### src/rtl/mem_port_arbiter.sv
// Arbitrates an instruction-side and a data-side requester onto one shared memory
// port. D-side bursts are bounded while I-side waits, and every access has a MACK timeout.
module mem_port_arbiter #(
    parameter int unsigned MAX_DBURST = 4,
    parameter int unsigned TIMEOUT    = 16
) (
    input  logic        CLK,
    input  logic        RSTN,
    input  logic        IREQ,
    input  logic [29:0] IADDR,
    output logic        IDONE,
    output logic [31:0] IRDATA,
    input  logic        DREQ,
    input  logic        DRW,
    input  logic [29:0] DADDR,
    input  logic [31:0] DWDATA,
    output logic        DDONE,
    output logic [31:0] DRDATA,
    output logic        MREQ,
    output logic        MRW,
    output logic [29:0] MADDR,
    output logic [31:0] MWDATA,
    input  logic [31:0] MRDATA,
    input  logic        MACK,
    output logic        ERR
);
    localparam int unsigned AW = 30;
    localparam int unsigned DW = 32;
    localparam int unsigned BW = $clog2(MAX_DBURST + 1);
    localparam int unsigned SW = (BW > 3) ? BW : 3;
    localparam int unsigned TW = 8;
    localparam logic [SW-1:0] STREAK_MAX = '1;
    localparam logic [SW-1:0] BURST_LIM  = SW'(MAX_DBURST);
    localparam logic [TW-1:0] TMO_LIM    = TW'(TIMEOUT);

    typedef enum logic [1:0] {IDLE, IACC, DACC} state_t;

    state_t        state_q, state_d;
    logic [SW-1:0] streak_q, streak_d;
    logic [TW-1:0] tmo_q, tmo_d;
    logic          mreq_q, mreq_d;
    logic          mrw_q, mrw_d;
    logic [AW-1:0] maddr_q, maddr_d;
    logic [DW-1:0] mwdata_q, mwdata_d;
    logic          idone_q, idone_d;
    logic          ddone_q, ddone_d;
    logic          err_q, err_d;
    logic [DW-1:0] irdata_q, irdata_d;
    logic [DW-1:0] drdata_q, drdata_d;
    logic          expire;

    // Next state, arbitration and registered-output next values
    always_comb begin
        state_d  = state_q;
        streak_d = streak_q;
        tmo_d    = tmo_q;
        mreq_d   = mreq_q;
        mrw_d    = mrw_q;
        maddr_d  = maddr_q;
        mwdata_d = mwdata_q;
        idone_d  = 1'b0;
        ddone_d  = 1'b0;
        err_d    = 1'b0;
        irdata_d = irdata_q;
        drdata_d = drdata_q;
        expire   = (TW'(tmo_q + 1'b1) == TMO_LIM);

        case (state_q)
            IDLE: begin
                if (DREQ && (!IREQ || (streak_q < BURST_LIM))) begin
                    state_d  = DACC;
                    mreq_d   = 1'b1;
                    mrw_d    = DRW;
                    maddr_d  = DADDR;
                    mwdata_d = DWDATA;
                    tmo_d    = '0;
                    if (!IREQ)
                        streak_d = '0;
                    else if (streak_q != STREAK_MAX)
                        streak_d = SW'(streak_q + 1'b1);
                end else if (IREQ) begin
                    state_d  = IACC;
                    mreq_d   = 1'b1;
                    mrw_d    = 1'b0;
                    maddr_d  = IADDR;
                    tmo_d    = '0;
                    streak_d = '0;
                end
            end
            IACC, DACC: begin
                // MACK takes priority over a coincident timeout expiry
                if (MACK || expire) begin
                    state_d = IDLE;
                    mreq_d  = 1'b0;
                    err_d   = !MACK;
                    idone_d = (state_q == IACC);
                    ddone_d = (state_q == DACC);
                    if (MACK && (state_q == IACC))
                        irdata_d = MRDATA;
                    if (MACK && (state_q == DACC) && !mrw_q)
                        drdata_d = MRDATA;
                end else begin
                    tmo_d = TW'(tmo_q + 1'b1);
                end
            end
            default: state_d = IDLE;
        endcase
    end

    always_ff @(posedge CLK or negedge RSTN) begin
        if (!RSTN) begin
            state_q  <= IDLE;
            streak_q <= '0;
            tmo_q    <= '0;
            mreq_q   <= 1'b0;
            mrw_q    <= 1'b0;
            maddr_q  <= '0;
            mwdata_q <= '0;
            idone_q  <= 1'b0;
            ddone_q  <= 1'b0;
            err_q    <= 1'b0;
            irdata_q <= '0;
            drdata_q <= '0;
        end else begin
            state_q  <= state_d;
            streak_q <= streak_d;
            tmo_q    <= tmo_d;
            mreq_q   <= mreq_d;
            mrw_q    <= mrw_d;
            maddr_q  <= maddr_d;
            mwdata_q <= mwdata_d;
            idone_q  <= idone_d;
            ddone_q  <= ddone_d;
            err_q    <= err_d;
            irdata_q <= irdata_d;
            drdata_q <= drdata_d;
        end
    end

    assign MREQ   = mreq_q;
    assign MRW    = mrw_q;
    assign MADDR  = maddr_q;
    assign MWDATA = mwdata_q;
    assign IDONE  = idone_q;
    assign DDONE  = ddone_q;
    assign ERR    = err_q;
    assign IRDATA = irdata_q;
    assign DRDATA = drdata_q;

endmodule

### config.mk
export PLATFORM = sky130hd
export DESIGN_NAME = mem_port_arbiter
export DESIGN_NICKNAME = d
export VERILOG_FILES = /design/src/rtl/mem_port_arbiter.sv
export SDC_FILE = /design/constraint.sdc
export NUM_CORES = 1
export LEC_CHECK = 0
export ABC_AREA = 1
export CORE_MARGIN = 1.5
export CORE_UTILIZATION = 45
export CTS_CLUSTER_DIAMETER = 200
export DETAILED_ROUTE_END_ITERATION = 6
export MAX_ROUTING_LAYER = met4
export PLACE_DENSITY = 0.85
export SLEW_MARGIN = 20
export SYNTH_ARGS = -nofsm -noshare
export SYNTH_HDL_FRONTEND = slang
export SYNTH_SLANG_ARGS = --single-unit
export TNS_END_PERCENT = 30
### constraint.sdc
create_clock -name CLK -period 4.36 [get_ports CLK]
set_input_delay 0.872 -clock CLK [delete_from_list [all_inputs] [get_ports CLK]]
set_output_delay 0.872 -clock CLK [all_outputs]
set_load 0.01 [all_outputs]
# Word level (Yosys, flattened, before mapping)
# Cells that the tools add are included.
op_classes:
  div_mod_pow: 0
  bitwise_logic: 0
  n_mul: 0
  reduce_logical: 21
  shift: 0
  addsub: 2
  n_lt_le_gt_ge: 1
  eq_ne: 8
  n_mux: 26
op_table:
  columns: ["cell", "count"]
  rows:
  - ["$mux W30", 2]
  - ["$mux W8", 3]
  - ["$pmux W8 S2", 1]
  - ["$reduce_and A3 Y1", 5]
  - ["$mux W3", 4]
  - ["$mux W1", 11]
  - ["$add A8 B1 Y8 const B", 1]
  - ["$eq A8 B5 Y1 const B", 1]
  - ["$mux W2", 3]
  - ["$ne A3 B3 Y1 const B", 2]
  - ["$reduce_and A2 Y1", 3]
  - ["$logic_and A1 B1 Y1", 4]
  - ["$ne A2 B2 Y1 const B", 2]
  - ["$pmux W2 S2", 1]
  - ["$reduce_bool A2 Y1", 2]
  - ["$add A3 B1 Y3 const B", 1]
  - ["$logic_not A1 Y1", 3]
  - ["$lt A3 B3 Y1 const B", 1]
  - ["$ne A3 B2 Y1 const B", 1]
  - ["$eq A2 B1 Y1 const B", 1]
  - ["$eq A2 B2 Y1 const B", 1]
  - ["$logic_not A2 Y1", 1]
  - ["$logic_or A1 B1 Y1", 2]
  - ["$pmux W1 S2", 1]
  - ["$reduce_or A2 Y1", 1]
totals:
  inputBits: 130
  register_bits: 144
  elab_cells: 70
  ramBits: 0
  latchBits: 0
  mem_bits_ro: 0
  n_memories: 0
  out_inout_bits: 131

# Longest topological paths before layout
# Gate-level depths: netlist of the first run.
logic_depth:
  depth_word: 5
  depth_mapped: 14
  depth_no_buf: 13

# Least setup slack after synthesis of the first run
# Ideal clock, no wire load.
synth_timing:
  path_type: "input-to-reg"
  startpoint: "input port IREQ"
  endpoint: "register mwdata_q[10], in the netlist MWDATA[10]"
  t_required_ns: 4.235
  path_buffers: 1
  slack_ns: 2.432
  arrival_ns: 1.803
  cell_stages: 6
  setup_ns: 0.125
  path_cell_list: "nand2_1 > nand2_1 > inv_2 > nand2_1 > buf_2 > mux2_2"
synth_between:
  elab_chain_len: 4
synth_rtl:
  columns: ["item", "line", "text"]
  rows:
  - ["from (decl)", "9", "input logic IREQ,"]
  - ["$logic_not A1 Y1", null, null]
  - ["$logic_or A1 B1 Y1", "70", "if (DREQ && (!IREQ || (streak_q < BURST_LIM))) begin"]
  - ["$logic_and A1 B1 Y1", "70", null]
  - ["$reduce_and A2 Y1 (no line)", null, null]
  - ["to (signal assigned)", "131", "mwdata_q <= mwdata_d;"]
  - ["to (decl)", "44", "logic [DW-1:0] mwdata_q, mwdata_d;"]
# Every way passes these cells.
# A chain may end at the register's enable or synchronous reset.

# Worst setup path after layout of the first run
layout_timing:
  startpoint: "input port IREQ"
  endpoint: "register maddr_q[13], in the netlist MADDR[13]"
layout_between:
  elab_chain_len: 5
  elab_cells_between_ends: 6
  cone_classes: "mux (1); reduce/logical (5)"
layout_rtl:
  columns: ["item", "line", "text"]
  rows:
  - ["$logic_not A1 Y1", null, null]
  - ["$logic_or A1 B1 Y1", "70", null]
  - ["$logic_and A1 B1 Y1", "70", null]
  - ["$reduce_bool A2 Y1 (no line)", null, null]
  - ["$reduce_and A2 Y1 (no line)", null, null]
  - ["to (signal assigned)", "130", "maddr_q <= maddr_d;"]
  - ["to (decl)", "43", "logic [AW-1:0] maddr_q, maddr_d;"]
# Parallel ways exist; a longest one is shown, timed or not.

==> results of run 1 <==
==> worst max-delay path, delay by kind of cell <==
kind            cells  cell delay [ps]
compound gates      2              400
buf+inv             4             1840
simple gates        2              160
==> cell usage in the layout (no fill, tap or decap), drive strengths merged <==
master	count
mux2	32
clkdlybuf4s50	259
bufinv	2
ha	6
nand2	178
clkinv	6
dfrtp	144
a31oi	30
clkbuf	21
nand4	3
inv	52
o21ai	73
nor3	1
clkinvlp	2
nor2	44
o21a	1
nand3	17
buf	6
a21oi	4
==> power groups by stage <==
stage	combinational, uW	sequential [uW]	clock, uW
after detailed placement	2720	2290	0
after global routing	2930	2360	1520
after global placement	2640	2250	0
final	2710	2280	1440
after floorplan	898	2510	0
after CTS	2740	2280	1450
==> metrics by stage <==
stage | instance area, um2 | hold slack, ps | instances | total power [uW] | setup WS (ps)
after floorplan | 5922 | 463.0 | 615 | 3412 | 2432
after global placement | 8661 | 465.5 | 1022 | 4896 | 969.9
after detailed placement | 8661 | 472.8 | 1022 | 5006 | 895.3
after CTS | 9250 | 487.5 | 1053 | 6471 | 1321
after global routing | 9250 | 508.3 | 1053 | 6801 | 1067
final | 9250 | 481.4 | 1053 | 6426 | 1254
==> state kept, by name, summed over array words and instances, names as in the netlist, 2 cells and up <==
signal	flops
DRDATA	32
IRDATA	32
MADDR	30
MWDATA	32
state_q	2
streak_q	3
tmo_q	8
==> worst paths after layout <==
path / cells past startpoint / to / slack [ps] / startpoint
worst min register to register: 2 / DRDATA[22] / 480 / DRDATA[22]
worst min-delay path: 1 / IRDATA[1] / 480 / RSTN
min in group CLK: 2 / DRDATA[22] / 480 / DRDATA[22]
worst max register to register: 7 / MADDR[13] / 1830 / streak_q[2]
max in group asynchronous: 2 / MADDR[27] / 2890 / RSTN
worst max-delay path: 8 / MADDR[13] / 1250 / IREQ
==> logic make-up after synthesis <==
group	count (synthesis)
and+or+nand+nor	243
muxes	32
AOI/OAI and AO/OA	108
buffers and inverters	82
adders and majority gates	6
DFF	144
==> area by class of cell <==
type,instances,area (um2),area share
Clock inverter,10,108.9,0.01177
Inverter,52,195.2,0.02110
Tap cell,172,215.2,0.02327
Clock buffer,21,480.5,0.05194
Sequential cell,144,3603,0.3896
Multi-Input combinational cell,389,2006,0.2168
Timing Repair Buffer,265,2641,0.2855
==> per-layer routing <==
| layer | GRT usage | share of wire | vias up |
|---|---|---|---|
| met5 | - | 0 | - |
| met4 | 0.08537 | 0.025 | 0 |
| met3 | 0.06541 | 0.068 | 27 |
| met2 | 0.4335 | 0.50 | 235 |
| met1 | 0.3066 | 0.41 | 2420 |
| li1 | - | - | 2498 |
==> flow_metrics.env, run 1 <==
export IMPL_status="finished, final reports clean"
export IMPL_ctsRootBufferMaster="clkbuf_16"
export IMPL_final_max_slew_viol_count=0
export IMPL_synth_seq_cells=144
export IMPL_synth_most_common_cell="nand2_1"
export IMPL_cts_sinks=144
export IMPL_synth_area_mm2=0.005922
export IMPL_ys_flop_type="dfrtp_1"
export IMPL_grt_pass1_wl_um=27210
export IMPL_wl_per_cell_um=16.11
export IMPL_p_per_area_mw_per_mm2=694.7
export IMPL_diodes=0
export IMPL_period_needed_ps=3106
export IMPL_p_int_uw=4295
export IMPL_synth_xor_area_frac=0
export IMPL_clk_latency_ps=410
export IMPL_synth_distinct_cells=22
export IMPL_arrival_ps=3330
export IMPL_avgSynthCellArea_um2=9.629
export IMPL_yosysTopAreaCellShare=0.6085
export IMPL_overflow=0
export IMPL_p_sw_frac=0.3316
export IMPL_cts_clk_slew_worst_paths_ps=60
export IMPL_htreeDepth=4
export IMPL_syn_num_nets=751
export IMPL_fillers=914
export IMPL_ys_async_sr_fraction=1.000
export IMPL_worst_setup_path_end_kind="flop"
export IMPL_grt_max_degree=87
export IMPL_cap_viol_max_count=0
export IMPL_fp_row_count=41
export IMPL_max_slew_margin_rel=0.3049
export IMPL_crit_path_start_kind="input pin"
export IMPL_synth_area_leaders="dfrtp_1 61%, nand2_1 11%, mux2_2 6.1%"
export IMPL_dpl_hpwl_um=12260
export IMPL_leakage_uw=0.004190
export IMPL_hp_class="in2async"
export IMPL_switching_power_uw=2131
export IMPL_seq_power_share=0.354
export IMPL_io_pins=261
export IMPL_cp_slowest_stage_delay_ps=670
export IMPL_die_x_um=117.7
export IMPL_drtIter0Drc=358
export IMPL_cts_resized=0
export IMPL_combPwrFrac=0.422
export IMPL_wirelength_um=16970
export IMPL_setup_viol=0
export IMPL_synth_top_family_by_area="simple AND/OR/NAND/NOR gates"
export IMPL_drive_above_1_share=0.08854
export IMPL_clock_skew_ps=7.402
export IMPL_fin_util=0.7271
export IMPL_synthSimpleGateAreaFrac=0.1667
export IMPL_cp_required_ps=4590
export IMPL_peakVddDrop_v=0.0003555
export IMPL_rsz0062_at_grt="false"
export IMPL_synth_edf_count=0
export IMPL_drc=0
export IMPL_dieArea_mm2=0.01386
export IMPL_max_freq_mhz=322.0
export IMPL_cts_hold_buf=0
export IMPL_synth_commonest_cells="174 x nand2_1, 144 x dfrtp_1, 68 x o21ai_0"
export IMPL_cts_path_max_buffers=2
export IMPL_grtUsageTotal=0.2588
export IMPL_via_count=5180
export IMPL_synth_mux_area_frac=0.06085
export IMPL_yosys_warnings=0
export IMPL_hold_violations=0
export IMPL_synth_seq_area_share=0.6085
export IMPL_post_cts_buffers=0
export IMPL_finalSetupTns_ps=0
export IMPL_worstMarginPinSlew_ps=1039
export IMPL_synth_adder_area_share=0.01268
export IMPL_yosysTopAreaCell="dfrtp_1"
export IMPL_period_share=0.7124
export IMPL_areaGrowthSynthToFinish_pct=56.20
export IMPL_cts_tree="done"
export IMPL_initial_core_util=0.4655
export IMPL_cp_max_fo=62
export IMPL_power_frac_clock=0.224
export IMPL_nets=1005
export IMPL_synth_compound_area_frac=0.09804
export IMPL_die_height_um=117.7
export IMPL_antenna_found_initial=0
export IMPL_path_cells="clkdlybuf4s50_1 -> nand2_1 -> nand2_1 -> buf_4 -> inv_2 -> o21ai_1 -> inv_2 -> a31oi_1"
export IMPL_core_area_mm2=0.01272
export IMPL_cts_buffers_inserted=17
export IMPL_port_buffers=260
export IMPL_path_class="in2reg"
export IMPL_vias_per_cell=4.919
export IMPL_routabilityCongestion=0.8175
export IMPL_ant_nets=0
export IMPL_postSynthCellCount=615
export IMPL_cp_slowest_cell="inv_2"
export IMPL_grt_pass1_vias=5230
export IMPL_drtPass1Iterations=5
No activity file was read; power rests on OpenSTA's default activity.
==> run 2: changes to the inputs <==
- CORE_UTILIZATION: 45 -> 38
- PLACE_DENSITY: 0.85 -> 0.77
- clock period: 4.36 -> 2.6 ns (I/O delays scaled with it)
==> run 2 against run 1 <==
Compared with the run above: critical path depth increased by 1; first-iteration DRC count fell by 40%; wire length shrank 3.7%; worst setup slack lost 660 ps; sequential share of layout area down 0.66 points; non-clock buffer count rose by 6; count of clock-buffer cells in the layout is 3 lower; total power up 69%; highest routed layer unchanged.
==> flow_metrics.env, run 2 (synthesis gave the netlist of run 1 again) <==
export IMPL_overflow=0
export IMPL_post_cts_buffers=0
export IMPL_routabilityCongestion=0.8558
export IMPL_grt_pass1_vias=5102
export IMPL_fillers=1281
export IMPL_grtUsageTotal=0.2140
export IMPL_hp_class="in2async"
export IMPL_power_frac_clock=0.231
export IMPL_antenna_found_initial=0
export IMPL_layout_common_cells="259 x clkdlybuf4s50_1, 173 x nand2_1, 144 x dfrtp_1, 68 x o21ai_0, 48 x inv_1"
export IMPL_worst_setup_path_end_kind="flop"
export IMPL_cp_slowest_cell="ha_1"
export IMPL_switching_power_uw=3598
export IMPL_status="finished, final reports clean"
export IMPL_io_pins=261
export IMPL_cts_buffers_inserted=17
export IMPL_grt_max_degree=71
export IMPL_cp_slowest_stage_delay_ps=420
export IMPL_finalSetupTns_ps=0
export IMPL_cp_max_fo=9
export IMPL_fp_row_count=45
export IMPL_path_class="reg2reg"
export IMPL_rr_startpoint="state_q[0]"
export IMPL_max_slew_margin_rel=0.5499
export IMPL_p_int_uw=7292
export IMPL_die_height_um=127.8
export IMPL_diodes=0
export IMPL_final_common_cell="clkdlybuf4s50_1"
export IMPL_drtPass1Iterations=6
export IMPL_cts_hold_buf=0
export IMPL_cap_viol_max_count=0
export IMPL_arrival_ps=2300
export IMPL_r2r_slack_ps=600
export IMPL_crit_family="simple AND/OR/NAND/NOR gates"
export IMPL_dpl_hpwl_um=12100
export IMPL_ctsRootBufferMaster="clkbuf_16"
export IMPL_crit_path_start_kind="flop"
export IMPL_clk_latency_ps=420
export IMPL_combPwrFrac=0.421
export IMPL_final_max_slew_viol_count=0
export IMPL_hold_violations=0
export IMPL_peakVddDrop_v=0.0005128
export IMPL_cts_clk_slew_worst_paths_ps=60
export IMPL_path_cells="inv_1 -> ha_1 -> clkinv_1 -> nor2_1 -> nand2_4 -> nand2_8 -> nand2_8 -> nand2_1 -> nand2_1"
export IMPL_cts_sinks=144
export IMPL_r2r_end="tmo_q[4]"
export IMPL_drive_above_1_share=0.09459
export IMPL_leakage_uw=0.004245
export IMPL_r2r_cells=9
export IMPL_dieArea_mm2=0.01634
export IMPL_cts_tree="done"
export IMPL_ant_nets=0
export IMPL_grt_pass1_wl_um=26160
export IMPL_cts_path_max_buffers=2
export IMPL_period_needed_ps=2003
export IMPL_port_buffers=260
export IMPL_period_share=0.7703
export IMPL_core_area_mm2=0.01520
export IMPL_die_x_um=127.8
export IMPL_vias_per_cell=4.735
export IMPL_critPathBufInv=2
export IMPL_p_sw_frac=0.3304
export IMPL_wirelength_um=16330
export IMPL_clock_skew_ps=10.65
export IMPL_drc=0
export IMPL_via_count=5095
export IMPL_drtIter0Drc=216
export IMPL_rsz0062_at_grt="false"
export IMPL_max_freq_mhz=499.3
export IMPL_initial_core_util=0.3895
export IMPL_setup_viol=0
export IMPL_cts_resized=0
export IMPL_dp_slack_ps=345.1
export IMPL_worstMarginPinSlew_ps=675.1
export IMPL_wl_per_cell_um=15.18
export IMPL_htreeDepth=4
export IMPL_p_per_area_mw_per_mm2=1157
export IMPL_areaGrowthSynthToFinish_pct=58.91
export IMPL_setup_ws_ps=597.3
export IMPL_seq_power_share=0.349
export IMPL_nets=1011
export IMPL_cp_required_ps=2900
-- run 2: changes by cell type in the layout (fill, tap and decap cells not counted) --
cell and change:
inv_6 +2, inv_8 +1, clkbuf_1 +1, clkinv_4 +2, clkinv_2 -4, bufinv_16 +1
clkinvlp_4 +2, buf_12 +6, clkbuf_8 -4
-- run 2: layout make-up --
cell class                 count  area (um2)  area share
clock inverter                14       180.2     0.01915
multi-input combinational    389        2006      0.2131
clock buffer                  18       429.2     0.04561
timing repair buffer         271        2761      0.2934
inverter                      52       195.2     0.02074
sequential                   144        3603      0.3829
tap                          188       235.2     0.02500
-- run 2: worst max path at each step --
stage          startpoint          end  depth (start not counted)
3_5_place_dp         IREQ  streak_q[0]                          9
4_1_cts        state_q[1]     tmo_q[4]                          9
3_3_place_gp         IREQ    MWDATA[2]                          7
2_1_floorplan  state_q[0]     tmo_q[0]                         10
5_1_grt        state_q[1]     tmo_q[3]                          9
6_report       state_q[0]     tmo_q[4]                          9
-- run 2: metal layers --
| layer | routed length [um] | GRT usage |
|---|---|---|
| met5 | 0 | - |
| met3 | 1252 | 0.06219 |
| met2 | 7772 | 0.3431 |
| met1 | 6837 | 0.2516 |
| met4 | 471 | 0.09319 |
-- run 2: power by group through the flow --
stage | clock [uW] | combinational [uW] | sequential, uW
floorplan | 0 | 1510 | 4220
global placement | 0 | 4530 | 3790
detailed placement | 0 | 4630 | 3830
CTS | 2570 | 4640 | 3800
global route | 2660 | 5010 | 3920
finish | 2510 | 4580 | 3800
-- run 2: stage by stage --
step                      cells  utilization  total power (uW)  instance area (um2)  hold WS (ps)
after CTS                  1076       0.6190             11010                 9410         135.6
after floorplan             615            -              5722                 5922         224.4
final                      1076       0.6190             10890                 9410         119.1
after global placement     1044       0.5789              8323                 8801         465.7
after global routing       1076       0.6190             11590                 9410         160.2
after detailed placement   1044       0.5789              8452                 8801         472.2
